===== config.mk =====
export PLATFORM = sky130hd
export DESIGN_NAME = fir_tdm_mac_flat
export DESIGN_NICKNAME = d
export VERILOG_FILES = /design/src/rtl/fir_tdm_mac_if.sv /design/src/rtl/fir_tdm_mac.sv /design/src/flat_wrapper.sv
export SDC_FILE = /design/constraint.sdc
export NUM_CORES = 1
export LEC_CHECK = 0
export ABC_AREA = 1
export CAP_MARGIN = 15
export CELL_PAD_IN_SITES_DETAIL_PLACEMENT = 0
export CELL_PAD_IN_SITES_GLOBAL_PLACEMENT = 1
export CORE_MARGIN = 4
export CORE_UTILIZATION = 35
export CTS_CLUSTER_DIAMETER = 120
export CTS_CLUSTER_SIZE = 25
export DETAILED_ROUTE_END_ITERATION = 8
export PLACE_DENSITY = 0.69
export SYNTH_ARGS = -nofsm -noshare
export SYNTH_HDL_FRONTEND = slang
export SYNTH_SLANG_ARGS = --single-unit
export TNS_END_PERCENT = 5

===== constraint.sdc =====
create_clock -name clk -period 7.9 [get_ports clk]
set_input_delay 1.975 -clock clk [delete_from_list [all_inputs] [get_ports clk]]
set_output_delay 1.975 -clock clk [all_outputs]
set_load 0.02 [all_outputs]

===== src/rtl/fir_tdm_mac_if.sv =====
// Sample/coefficient/result bundle between the sample source and the shared-MAC FIR core.
// The core takes the slave modport. The source or testbench takes the master modport.
interface fir_tdm_mac_if #(
    parameter int DW = 16,
    parameter int CW = 16,
    parameter int AW = 3
);
    logic                 in_valid;
    logic                 in_ready;
    logic signed [DW-1:0] in_data;
    logic                 coef_we;
    logic [AW-1:0]        coef_addr;
    logic signed [CW-1:0] coef_data;
    logic                 out_valid;
    logic signed [DW-1:0] out_data;
    logic                 busy;

    modport master (
        output in_valid, in_data, coef_we, coef_addr, coef_data,
        input  in_ready, out_valid, out_data, busy
    );

    modport slave (
        input  in_valid, in_data, coef_we, coef_addr, coef_data,
        output in_ready, out_valid, out_data, busy
    );
endinterface


===== src/rtl/fir_tdm_mac.sv =====
// FIR filter core with one shared signed MAC. Round-half-up Q shift; FIR_SAT_EN selects clamp, otherwise wrap to DW.
// Latency: accept to out_valid is TAPS+1 cycles. Throughput is one sample per TAPS+2 cycles.
// Backpressure: in_ready is high only in IDLE. The output has no backpressure, and out_data holds between pulses.
module fir_tdm_mac #(
    parameter int DW    = 16,
    parameter int CW    = 16,
    parameter int TAPS  = 8,
    parameter int SHIFT = 15
) (
    input  logic          clk,
    input  logic          rst_n,
    fir_tdm_mac_if.slave  bus
);
    localparam int AW   = $clog2(TAPS);
    localparam int ACCW = DW + CW + $clog2(TAPS);
    localparam int RW   = ACCW + 1;
    localparam int RSH  = (SHIFT > 0) ? SHIFT - 1 : 0;
    localparam logic [AW-1:0] K_LAST = AW'(TAPS - 1);
    localparam logic signed [RW-1:0] RND     = (SHIFT > 0) ? (RW'(1) << RSH) : '0;
    localparam logic signed [RW-1:0] SAT_MAX = {{(RW-DW+1){1'b0}}, {(DW-1){1'b1}}};
    localparam logic signed [RW-1:0] SAT_MIN = {{(RW-DW+1){1'b1}}, {(DW-1){1'b0}}};

    typedef enum logic [1:0] {IDLE, MAC, OUT} state_t;

    state_t               state_q, state_d;
    logic [AW-1:0]        wp_q, wp_d;
    logic [AW-1:0]        k_q, k_d;
    logic signed [ACCW-1:0] acc_q, acc_d;
    logic signed [DW-1:0] out_dat_q, out_dat_d;
    logic                 out_vld_q, out_vld_d;
    logic signed [DW-1:0] x_q [TAPS];
    logic signed [DW-1:0] x_d [TAPS];
    logic signed [CW-1:0] h_q [TAPS];
    logic signed [CW-1:0] h_d [TAPS];

    logic [AW:0]             rd_w;
    logic [AW-1:0]           rd_idx;
    logic signed [DW+CW-1:0] prod;
    logic signed [RW-1:0]    rnd_s;
    logic signed [RW-1:0]    shf_s;
    logic signed [DW-1:0]    res;

    // Subtract modulo TAPS without a power-of-two mask so odd tap counts wrap correctly.
    always_comb begin
        if ({1'b0, wp_q} >= {1'b0, k_q})
            rd_w = {1'b0, wp_q} - {1'b0, k_q};
        else
            rd_w = {1'b0, wp_q} + (AW+1)'(TAPS) - {1'b0, k_q};
        rd_idx = rd_w[AW-1:0];
        prod   = x_q[rd_idx] * h_q[k_q];
    end

    always_comb begin
        rnd_s = {acc_q[ACCW-1], acc_q} + RND;
        shf_s = rnd_s >>> SHIFT;
`ifdef FIR_SAT_EN
        if (shf_s > SAT_MAX)
            res = SAT_MAX[DW-1:0];
        else if (shf_s < SAT_MIN)
            res = SAT_MIN[DW-1:0];
        else
            res = shf_s[DW-1:0];
`else
        res = shf_s[DW-1:0];
`endif
    end

    always_comb begin
        state_d   = state_q;
        wp_d      = wp_q;
        k_d       = k_q;
        acc_d     = acc_q;
        out_dat_d = out_dat_q;
        out_vld_d = 1'b0;
        x_d       = x_q;
        h_d       = h_q;
        case (state_q)
            IDLE: begin
                // Coefficient write lands on the same edge as an accept, so the new tap applies to that sample.
                if (bus.coef_we && (int'(bus.coef_addr) < TAPS))
                    h_d[bus.coef_addr] = bus.coef_data;
                if (bus.in_valid) begin
                    x_d[wp_q] = bus.in_data;
                    acc_d     = '0;
                    k_d       = '0;
                    state_d   = MAC;
                end
            end
            MAC: begin
                acc_d = acc_q + {{(ACCW-DW-CW){prod[DW+CW-1]}}, prod};
                k_d   = k_q + 1'b1;
                if (k_q == K_LAST)
                    state_d = OUT;
            end
            OUT: begin
                out_dat_d = res;
                out_vld_d = 1'b1;
                wp_d      = (wp_q == K_LAST) ? '0 : wp_q + 1'b1;
                state_d   = IDLE;
            end
            default: state_d = IDLE;
        endcase
    end

    always_ff @(posedge clk or negedge rst_n) begin
        if (!rst_n) begin
            state_q   <= IDLE;
            wp_q      <= '0;
            k_q       <= '0;
            acc_q     <= '0;
            out_dat_q <= '0;
            out_vld_q <= 1'b0;
            for (int i = 0; i < TAPS; i++) begin
                x_q[i] <= '0;
                h_q[i] <= '0;
            end
        end else begin
            state_q   <= state_d;
            wp_q      <= wp_d;
            k_q       <= k_d;
            acc_q     <= acc_d;
            out_dat_q <= out_dat_d;
            out_vld_q <= out_vld_d;
            x_q       <= x_d;
            h_q       <= h_d;
        end
    end

    assign bus.in_ready  = (state_q == IDLE);
    assign bus.busy      = (state_q != IDLE);
    assign bus.out_valid = out_vld_q;
    assign bus.out_data  = out_dat_q;
endmodule


===== src/flat_wrapper.sv =====
// flat-port wrapper written by rule: the top's interface ports become plain ports
module fir_tdm_mac_flat 
#(
    parameter int DW    = 16,
    parameter int CW    = 16,
    parameter int TAPS  = 8,
    parameter int SHIFT = 15
)
  (clk, rst_n, bus_in_valid, bus_in_data, bus_coef_we, bus_coef_addr, bus_coef_data, bus_in_ready, bus_out_valid, bus_out_data, bus_busy);
  fir_tdm_mac_if #(.DW(DW), .CW(CW), .AW(3)) bus_i ();
  input  logic clk;
  input  logic rst_n;
  input wire logic [$bits(bus_i.in_valid)-1:0] bus_in_valid;
  input wire logic [$bits(bus_i.in_data)-1:0] bus_in_data;
  input wire logic [$bits(bus_i.coef_we)-1:0] bus_coef_we;
  input wire logic [$bits(bus_i.coef_addr)-1:0] bus_coef_addr;
  input wire logic [$bits(bus_i.coef_data)-1:0] bus_coef_data;
  output wire logic [$bits(bus_i.in_ready)-1:0] bus_in_ready;
  output wire logic [$bits(bus_i.out_valid)-1:0] bus_out_valid;
  output wire logic [$bits(bus_i.out_data)-1:0] bus_out_data;
  output wire logic [$bits(bus_i.busy)-1:0] bus_busy;
  assign bus_i.in_valid = bus_in_valid;
  assign bus_i.in_data = bus_in_data;
  assign bus_i.coef_we = bus_coef_we;
  assign bus_i.coef_addr = bus_coef_addr;
  assign bus_i.coef_data = bus_coef_data;
  assign bus_in_ready = bus_i.in_ready;
  assign bus_out_valid = bus_i.out_valid;
  assign bus_out_data = bus_i.out_data;
  assign bus_busy = bus_i.busy;
  fir_tdm_mac #(.DW(DW), .CW(CW), .TAPS(TAPS), .SHIFT(SHIFT)) u_core (.clk(clk), .rst_n(rst_n), .bus(bus_i));
endmodule

# Word level (Yosys, flattened, before mapping)
# Index checks and enable logic that the tools add are counted.
[totals] reg_bits=316 in_bits=39
[op_classes] n_addsub=7 n_mul=1 order_cmp=7 n_eq_ne=6 mux=22 bitwise_logic=4 reduce_logical=9
[ops] operator="bitwise mux 128 bit" n=2
[ops] operator="binary-select mux 16 bit (select 3 bit)" n=2
[ops] operator="demux 16 bit (select 3 bit)" n=2
[ops] operator="two-way mux 16 bit" n=6
[ops] operator="one-hot mux 35 bit (2 select lines)" n=1
[ops] operator="adder 35 bit" n=1
[ops] operator="two-way mux 35 bit" n=1
[ops] operator="multiplier 16 x 16 -> 32 bit" n=1
[ops] operator="adder 31 x 16 -> 31 bit (second input constant)" n=1
[ops] operator=">= comparator 4 bit (second input constant)" n=4
[ops] operator="inverter 3 -> 4 bit" n=4
[ops] operator="adder 3 x 1 -> 3 bit (second input constant)" n=3
[ops] operator="two-way mux 3 bit" n=3
[ops] operator="< comparator 4 x 1 -> 1 bit (second input constant)" n=2
[ops] operator="AND reduction 2 bit" n=4
[ops] operator="equality test 3 bit (second input constant)" n=2
[ops] operator="one-hot mux 3 bit (2 select lines)" n=1
[ops] operator="subtractor 3 bit" n=2
[ops] operator="two-way mux 2 bit" n=2
[ops] operator="one-hot mux 2 bit (2 select lines)" n=1
[ops] operator="nonzero test 2 bit" n=2
[ops] operator=">= comparator 3 bit" n=1
[ops] operator="equality test 2 x 1 -> 1 bit (second input constant)" n=1
[ops] operator="equality test 2 bit (second input constant)" n=1
[ops] operator="other kinds (5)" n=6

# Depth between registers and ports, before layout
# Gate-level depths: netlist of the first run.
[logic_depth] word_depth=10 ltp_mapped=51 depth_no_buf=48

# Worst setup path after synthesis of the first run
# OpenSTA, ideal clock, no wires.
[synth_timing] path_type="reg2reg" start="register u_core.k_q[1]" end="register u_core.acc_q[28]" setup_time_ns=0.131 t_arrival_ns=8.488 setup_slack_ns=-0.719 path_stages_with_launch=45 path_buffers=4 synth_period_minus_slack_ns=8.619 path_cell_list="dfrtp_1 buf_2 inv_2 buf_4 clkbuf_1 fa_1 inv_1 clkbuf_1 a21oi_1 o21ai_0 nand2_1 nand2_1 nand2_1 inv_1 nand2_1 fa_1 fa_1 fa_1 [... 9 more ...] a21oi_1 o21a_1 nor2_1 nor2_1 o21ai_1 xor2_1 ha_1 nand2_1 nor2_1 inv_1 nor2_1 inv_1 o211ai_1 nand2_1 nand2_1 a21oi_1 o21ai_0 o21ai_0"
[synth_between] elab_chain_cells=9 elab_cells_between_ends=15 classes_between="add/sub: 3; mul: 1; order compare: 1; mux: 8; bitwise: 2"
[synth_lines] element="from (decl)" line="fir_tdm_mac.sv:27" text="logic [AW-1:0] k_q, k_d;"
[synth_lines] element="from (signal assigned)" line="fir_tdm_mac.sv:120" text="k_q <= k_d;"
[synth_lines] element="subtractor 3 bit (tied with other cells)" line="fir_tdm_mac.sv:48" text="rd_w = {1'b0, wp_q} + (AW+1)'(TAPS) - {1'b0, k_q};"
[synth_lines] element="two-way mux 3 bit" line="fir_tdm_mac.sv:45" text="if ({1'b0, wp_q} >= {1'b0, k_q})"
[synth_lines] element="inverter 3 -> 4 bit (not written as such)" line="fir_tdm_mac.sv:50" text="prod = x_q[rd_idx] * h_q[k_q];"
[synth_lines] element="binary-select mux 16 bit (select 3 bit)" line="fir_tdm_mac.sv:50"
[synth_lines] element="two-way mux 16 bit (not written as such) (2 in series)" line="fir_tdm_mac.sv:50"
[synth_lines] element="multiplier 16 x 16 -> 32 bit (*)" line="fir_tdm_mac.sv:50"
[synth_lines] element="adder 35 bit (*)" line="fir_tdm_mac.sv:90" text="acc_d = acc_q + {{(ACCW-DW-CW){prod[DW+CW-1]}}, prod};"
[synth_lines] element="one-hot mux 35 bit (2 select lines) (*)" line="fir_tdm_mac.sv:77" text="case (state_q)"
[synth_lines] element="to (signal assigned)" line="fir_tdm_mac.sv:110" text="acc_q <= '0;"
[synth_lines] element="to (signal assigned)" line="fir_tdm_mac.sv:121" text="acc_q <= acc_d;"
[synth_lines] element="to (decl)" line="fir_tdm_mac.sv:28" text="logic signed [ACCW-1:0] acc_q, acc_d;"
# Every way passes the cells marked *; elsewhere a longest branch is shown, timed or not. The select of a mux whose other input is x is not followed.
# A chain may end at the register's enable or synchronous reset.

# Worst setup path in the final report of the first run
[layout_timing] start="register u_core.wp_q[0]" end="register u_core.acc_q[28]"
[layout_between] elab_chain_cells=10 elab_cells_between_ends=12 classes_between="add/sub: 4; mul: 1; order compare: 1; mux: 5; bitwise: 1"
[layout_lines] element="from (decl)" line="fir_tdm_mac.sv:26" text="logic [AW-1:0] wp_q, wp_d;"
[layout_lines] element="from (signal assigned)" line="fir_tdm_mac.sv:119" text="wp_q <= wp_d;"
[layout_lines] element="adder 3 x 1 -> 3 bit" line="fir_tdm_mac.sv:48"
[layout_lines] element="subtractor 3 bit" line="fir_tdm_mac.sv:48"
[layout_lines] element="two-way mux 3 bit (*)" line="fir_tdm_mac.sv:45"
[layout_lines] element="inverter 3 -> 4 bit (not written as such) (*)" line="fir_tdm_mac.sv:50"
[layout_lines] element="binary-select mux 16 bit (select 3 bit) (*)" line="fir_tdm_mac.sv:50"
[layout_lines] element="two-way mux 16 bit (not written as such) (*) (2 in series)" line="fir_tdm_mac.sv:50"
[layout_lines] element="multiplier 16 x 16 -> 32 bit (*)" line="fir_tdm_mac.sv:50"
[layout_lines] element="adder 35 bit (*)" line="fir_tdm_mac.sv:90"
[layout_lines] element="one-hot mux 35 bit (2 select lines) (*)" line="fir_tdm_mac.sv:77"
# Marked as above.

==> out/results.ini, run 1 <==
[synthesis]
synth_edf_count = 0
netlist_area_um2 = 25340
synth_common_cells = nand2_1, inv_1, o21ai_0, dfrtp_1, fa_1
synth_top_cell_area_share_pct = 30.81
yosysTopAreaCell = dfrtp_1
yosysWarnings = 0
synth.distinct_cells = 51
syn_nets = 3604
netlist_instances = 3190
synth.area.top_cells = dfrtp_1, fa_1, nand2_1
synth_top_flop_cell = dfrtp_1
async_reset_ff_share_pct = 100.0
avgSynthCellArea_um2 = 7.945
yosysMostFrequentCell = nand2_1
ys_seq_elements = 312
yosysSeqAreaShare_pct = 30.81

[sta]
rsz0062_at_grt = true
finalHoldWorstSlack_ns = 0.4902
tightest_slew_ns = 1.111
finalCriticalPeriod_ns = 8.298
hold_viol = 0
slew-limit-headroom_pct = 25.93
setup-violations-final = 12
post-route-period-util_pct = 105.0
slew_violations = 0
timing.fmax_ghz = 0.1205
layout_setup_ws_ns = -0.3979
skew_ns = 0.03013

[global_routing]
grtUsageTotal_pct = 19.55
grt_pass1_wl_mm = 121.7
grt_remaining_overflow = 0
grt_pass1_vias = 21860
grt_max_degree = 180
grt_antenna_before_repair = 0

[routing]
antenna_left = 0
via_per_inst = 4.781
vias = 21330
postRouteWirelength_mm = 73.09
firstDrtPassIters = 5
wl_per_cell_um = 16.38
first_iter_violations = 1530
drc = 0

[place]
post-dp-hpwl_mm = 55.20
place_area_um2 = 29610
globalplace.congestion = 0.9053
portBuffers = 57
place_inst = 4412

[setup_path]
r2r-start = u_core.wp_q[0]
reg2reg_setup_slack_ns = -0.40
end_kind = flop
worstPathRequired_ns = 8.34
arrival_ns = 8.74
cp-endpoint = u_core.acc_q[28]
startpoint_type = flop
worstPathMaxFanout = 8
reg2regPathDepth = 45
crit_path_max_incr_delay_ns = 0.57
cpMaxStageDelayCell = fa_2
cp-startpoint = u_core.wp_q[0]
crit_type = reg -> reg
worstReg2RegEnd = u_core.acc_q[28]

[cts]
cts.sinks = 312
cts_tree = built
cts_buffers = 18
path_clk_slew_ns = 0.10
clockBufferDepth = 3
clock_latency_ns = 0.56
ctsHtreeMaxLevel = 1
root_buffer = clkbuf_16

[status]
run_status = complete, but fails checks
violations = setup timing

[layout]
nFillCells = 7397
final_cell_area_um2 = 30840
finalNonFillerCells = 4462
final_util_pct = 43.06
nets = 3920
diodes = 0
drive_above_1_share_pct = 15.77
area_growth_syn_to_layout_pct = 21.67

[floorplan]
die_width_um = 277.1
io_pins = 58
num_rows = 98
die_y_um = 277.1
initial_core_util_pct = 35.39
core_area_um2 = 71610
fp.dieArea_um2 = 76780

[worst_hold_path]
hold_path_class = reg -> reg

[run]
cap_viol_max_count = 0

==> worst min-delay path by stage <==
stage / start / end / cells after the start
finish: u_core.bus.out_data[13] / u_core.bus.out_data[13] / 2
global route: u_core.h_q[124] / u_core.h_q[124] / 2
CTS: u_core.x_q[13] / u_core.x_q[13] / 2
detailed placement: u_core.bus.out_data[13] / u_core.bus.out_data[13] / 2
global placement: u_core.h_q[23] / u_core.h_q[23] / 2
floorplan: u_core.h_q[23] / u_core.h_q[23] / 2
==> kinds of logic (layout without fill, tap and decap cells) <==
| kind of cell | count (synthesis) | after routing | share of synthesized area (%) |
|---|---|---|---|
| AND/OR/NAND/NOR | 1234 | 1234 | 19.67 |
| buffers and inverters | 644 | 966 | 9.859 |
| AO/OA/AOI/OAI | 579 | 579 | 11.92 |
| adder cells (fa/ha/maj) | 375 | 375 | 26.16 |
| flip-flops | 312 | 312 | 30.81 |
| XOR/XNOR | 46 | 46 | 1.590 |
==> sequential cells by signal, indices dropped and copies added (netlist names) <==
register	cells
u_core.acc_q	31
u_core.bus.out_data	16
u_core.bus.out_valid	1
u_core.h_q	128
u_core.k_q	3
u_core.state_q	2
u_core.wp_q	3
u_core.x_q	128
==> worst max-delay path: cells and delay by family, from the launching register on <==
| kind | cells | cell delay [ns] |
|---|---|---|
| and+or+nand+nor | 13 | 1.21 |
| buffers and inverters | 14 | 1.21 |
| DFF | 1 | 0.40 |
| AOI/OAI and AO/OA | 7 | 0.84 |
| xor gates and xnor gates | 1 | 0.16 |
| adders and majority gates | 10 | 4.33 |
==> placed cells by master, fill, tap and decap left out, types with 13 or more instances in the layout <==
cell type	Yosys	final
a21oi_2	2	16
buf_12	0	22
a21oi_1	132	117
fa_1	258	251
nand3_2	7	13
nor2_2	1	18
nor2_1	224	204
ha_1	117	108
nand3_1	108	102
o21ai_0	385	366
xnor2_1	14	14
nand4_1	19	19
xor2_1	32	31
buf_4	7	331
clkdlybuf4s50_1	0	56
clkbuf_16	0	19
o21ai_1	16	27
nand2_1	832	806
nand2_2	15	31
inv_1	509	498
dfrtp_1	312	311
==> cell type report <==
class,count,area (um^2),share of cell area [%]
clock inverter,5,75.07,0.2435
inverter,523,2016,6.537
timing repair buffer,417,3621,11.74
multi-input combinational,2234,15620,50.67
sequential,312,7809,25.32
clock buffer,21,503.0,1.631
tap,950,1189,3.855
==> through the flow <==
stage	TNS, ns	worst slack, ns
after global placement	-6.987	-0.7009
after global routing	-12.51	-0.9585
after detailed placement	-7.677	-0.8097
final	-3.149	-0.3979
after floorplan	-0.05604	-0.03431
after CTS	-3.216	-0.3719
==> layer usage <==
layer | global-route usage [%] | vias up | share of wire [%]
li1 | - | 10530 | -
met1 | 28.70 | 10400 | 48
met2 | 31.50 | 349 | 45
met3 | 2.133 | 58 | 4.1
met4 | 3.958 | 0 | 2.2
met5 | 0 | - | 0
==> what timing repair did <==
item | CTS | global route
gates resized for setup | 105 | 21
pin swaps | 67 | 4
hold buffers | 0 | 0
cloned | 2 | 0
setup buffers | 22 | 0
setup endpoints to repair | 17 | 21
Power of run 1 is left out: the tool's default activity adds up to more than one toggle a clock period on the data nets, which glitch-free logic cannot reach.
==> run 2: changes to the inputs <==
PLACE_DENSITY = 0.66   (was 0.69)
clock period = 10.6 ns   (was 7.9 ns; I/O delays follow)
==> run 2 against run 1 <==
The run now ends clean. Global-route usage is 0.20 points higher. Clock-buffer cell count is 3 lower. Critical path depth is 8 lower. Clock skew is 0.0080 ns higher. Final cell count is 7.0% lower. Wire length is 2.4% higher. Core utilization is 4.6 points lower. Sequential share of layout area is 3.0 points higher. Register-to-register slack better by 1.3 ns. Maximum frequency is 14% lower. Die area stayed put. Critical endpoint is now u_core.acc_q[29]. Highest routed layer unchanged.
==> out/results.ini, run 2 (same netlist as run 1, synthesis figures left out) <==
[global_routing]
grt_pass1_vias = 21180  ; -3.1%
grt_pass1_wl_mm = 121.1  ; -0.50%
grt_remaining_overflow = 0  ; unchanged
grt_max_degree = 167  ; -7.2%
grtUsageTotal_pct = 19.75  ; +0.20 points
grt_antenna_before_repair = 0  ; unchanged
busiest_layer = met2
use_met3_pct = 2.091  ; -0.042 points
grt.met2_usage_pct = 31.72  ; +0.22 points
use_met1_pct = 29.09  ; +0.39 points

[layout]
drive_above_1_share_pct = 3.780  ; -12 points
nets = 3610  ; -7.9%
nFillCells = 7505  ; +1.5%
reg_top3 = u_core.h_q (128), u_core.x_q (128), u_core.acc_q (31)
final_util_pct = 38.50  ; -4.6 points
diodes = 0  ; unchanged
final_cell_mix = nand2_1, inv_1, o21ai_0
area_growth_syn_to_layout_pct = 8.798
final_common_cell = nand2_1

[setup_path]
arrival_ns = 10.15  ; +1.41 ns
end_kind = flop
cpMaxStageDelayCell = fa_1
reg2regPathDepth = 37  ; -18%
crit_family = adder cells
startpoint_type = flop
worstPathRequired_ns = 11.07  ; +2.73 ns
crit_path_max_incr_delay_ns = 0.86  ; +0.29 ns
path_depth = 37  ; -18%
crit_type = reg -> reg
worstPathMaxFanout = 31  ; +23
cp_num_buf_inv = 9  ; -5

[sta]
tightest_slew_ns = 0.9351  ; -0.1759 ns
slew-limit-headroom_pct = 37.66  ; +12 points
slew_violations = 0  ; unchanged
finalCriticalPeriod_ns = 9.681  ; +1.383 ns
timing.fmax_ghz = 0.1033  ; -14%
skew_ns = 0.03816  ; +0.008034 ns
setup_tns_ns = 0  ; +3.149 ns
post-route-period-util_pct = 91.33  ; -14 points
setup-violations-final = 0  ; -12
hold_viol = 0  ; unchanged
rsz0062_at_grt = false

[routing]
firstDrtPassIters = 5  ; unchanged
first_iter_violations = 1707  ; +12%
wl_per_cell_um = 18.03  ; +10%
vias = 20590  ; -3.5%
drc = 0  ; unchanged
via_per_inst = 4.961  ; +3.8%
antenna_left = 0  ; unchanged
postRouteWirelength_mm = 74.83  ; +2.4%

[worst_hold_path]
whs_path_depth = 2  ; unchanged
hold_path_class = reg -> reg

[floorplan]
fp.dieArea_um2 = 76780  ; unchanged
io_pins = 58  ; unchanged
die_width_um = 277.1  ; unchanged
die_y_um = 277.1  ; unchanged
core_area_um2 = 71610  ; unchanged
num_rows = 98  ; unchanged
initial_core_util_pct = 35.39  ; unchanged

[cts]
post_cts_resized = 0  ; -100%
root_buffer = clkbuf_16
cts.sinks = 312  ; unchanged
cts_tree = built
clockBufferDepth = 3  ; unchanged
cts.hold.buffers_added = 0  ; unchanged
clock_latency_ns = 0.58  ; +0.02 ns
cts_buffers = 18  ; unchanged
cts_setup_buffers = 0  ; -100%
path_clk_slew_ns = 0.11  ; about the same
ctsHtreeMaxLevel = 1  ; unchanged

[place]
portBuffers = 57  ; unchanged
globalplace.congestion = 0.9363  ; +3.4%
post-dp-hpwl_mm = 54.65  ; -1.0%

[run]
cap_viol_max_count = 0  ; unchanged

[status]
run_status = complete, no violations

-- run 2: path summary, 6_finish.rpt --
path	from	end	slack (ns)
max	u_core.wp_q[0]	u_core.acc_q[29]	0.92
min	u_core.h_q[90]	u_core.h_q[90]	0.49
max reg2reg	u_core.wp_q[0]	u_core.acc_q[29]	0.92
min reg2reg	u_core.h_q[90]	u_core.h_q[90]	0.49
max in group asynchronous	rst_n	u_core.k_q[0]	7.03
min in group asynchronous	rst_n	u_core.acc_q[8]	2.09
-- run 2: tightest hold or removal path: stages (launching register included) --
cell,delay (ns)
dfrtp_1,0.35
nand2_1,0.05
o21ai_0,0.06
-- run 2: cell type report --
class | count | area, um^2 | share of cell area, %
Tap cell | 950 | 1189 | 4.311
Sequential cell | 312 | 7809 | 28.32
Multi-Input combinational cell | 2234 | 15060 | 54.63
Inverter | 523 | 1963 | 7.120
Timing Repair Buffer | 107 | 988.4 | 3.585
Clock inverter | 7 | 110.1 | 0.3993
Clock buffer | 18 | 450.4 | 1.634
-- run 2: metal layers --
| metal | wire length (um) | share of wire (%) |
|---|---|---|
| met2 | 33730 | 45 |
| met3 | 3570 | 4.8 |
| met4 | 1505 | 2.0 |
| met1 | 36030 | 48 |
| met5 | 0 | 0 |
-- run 2: per-stage QoR --
stage | worst slack [ns] | hold slack (ns) | cells | instance area, um^2
2_1_floorplan | 1.981 | 0.4478 | 3190 | 25340
3_3_place_gp | 1.178 | 0.4633 | 4126 | 27010
3_5_place_dp | 0.9710 | 0.4712 | 4126 | 27010
4_1_cts | 0.9653 | 0.4972 | 4151 | 27570
5_1_grt | 0.2247 | 0.5184 | 4151 | 27570
6_report | 0.9191 | 0.4904 | 4151 | 27570
Power of run 2 is left out for the same reason.
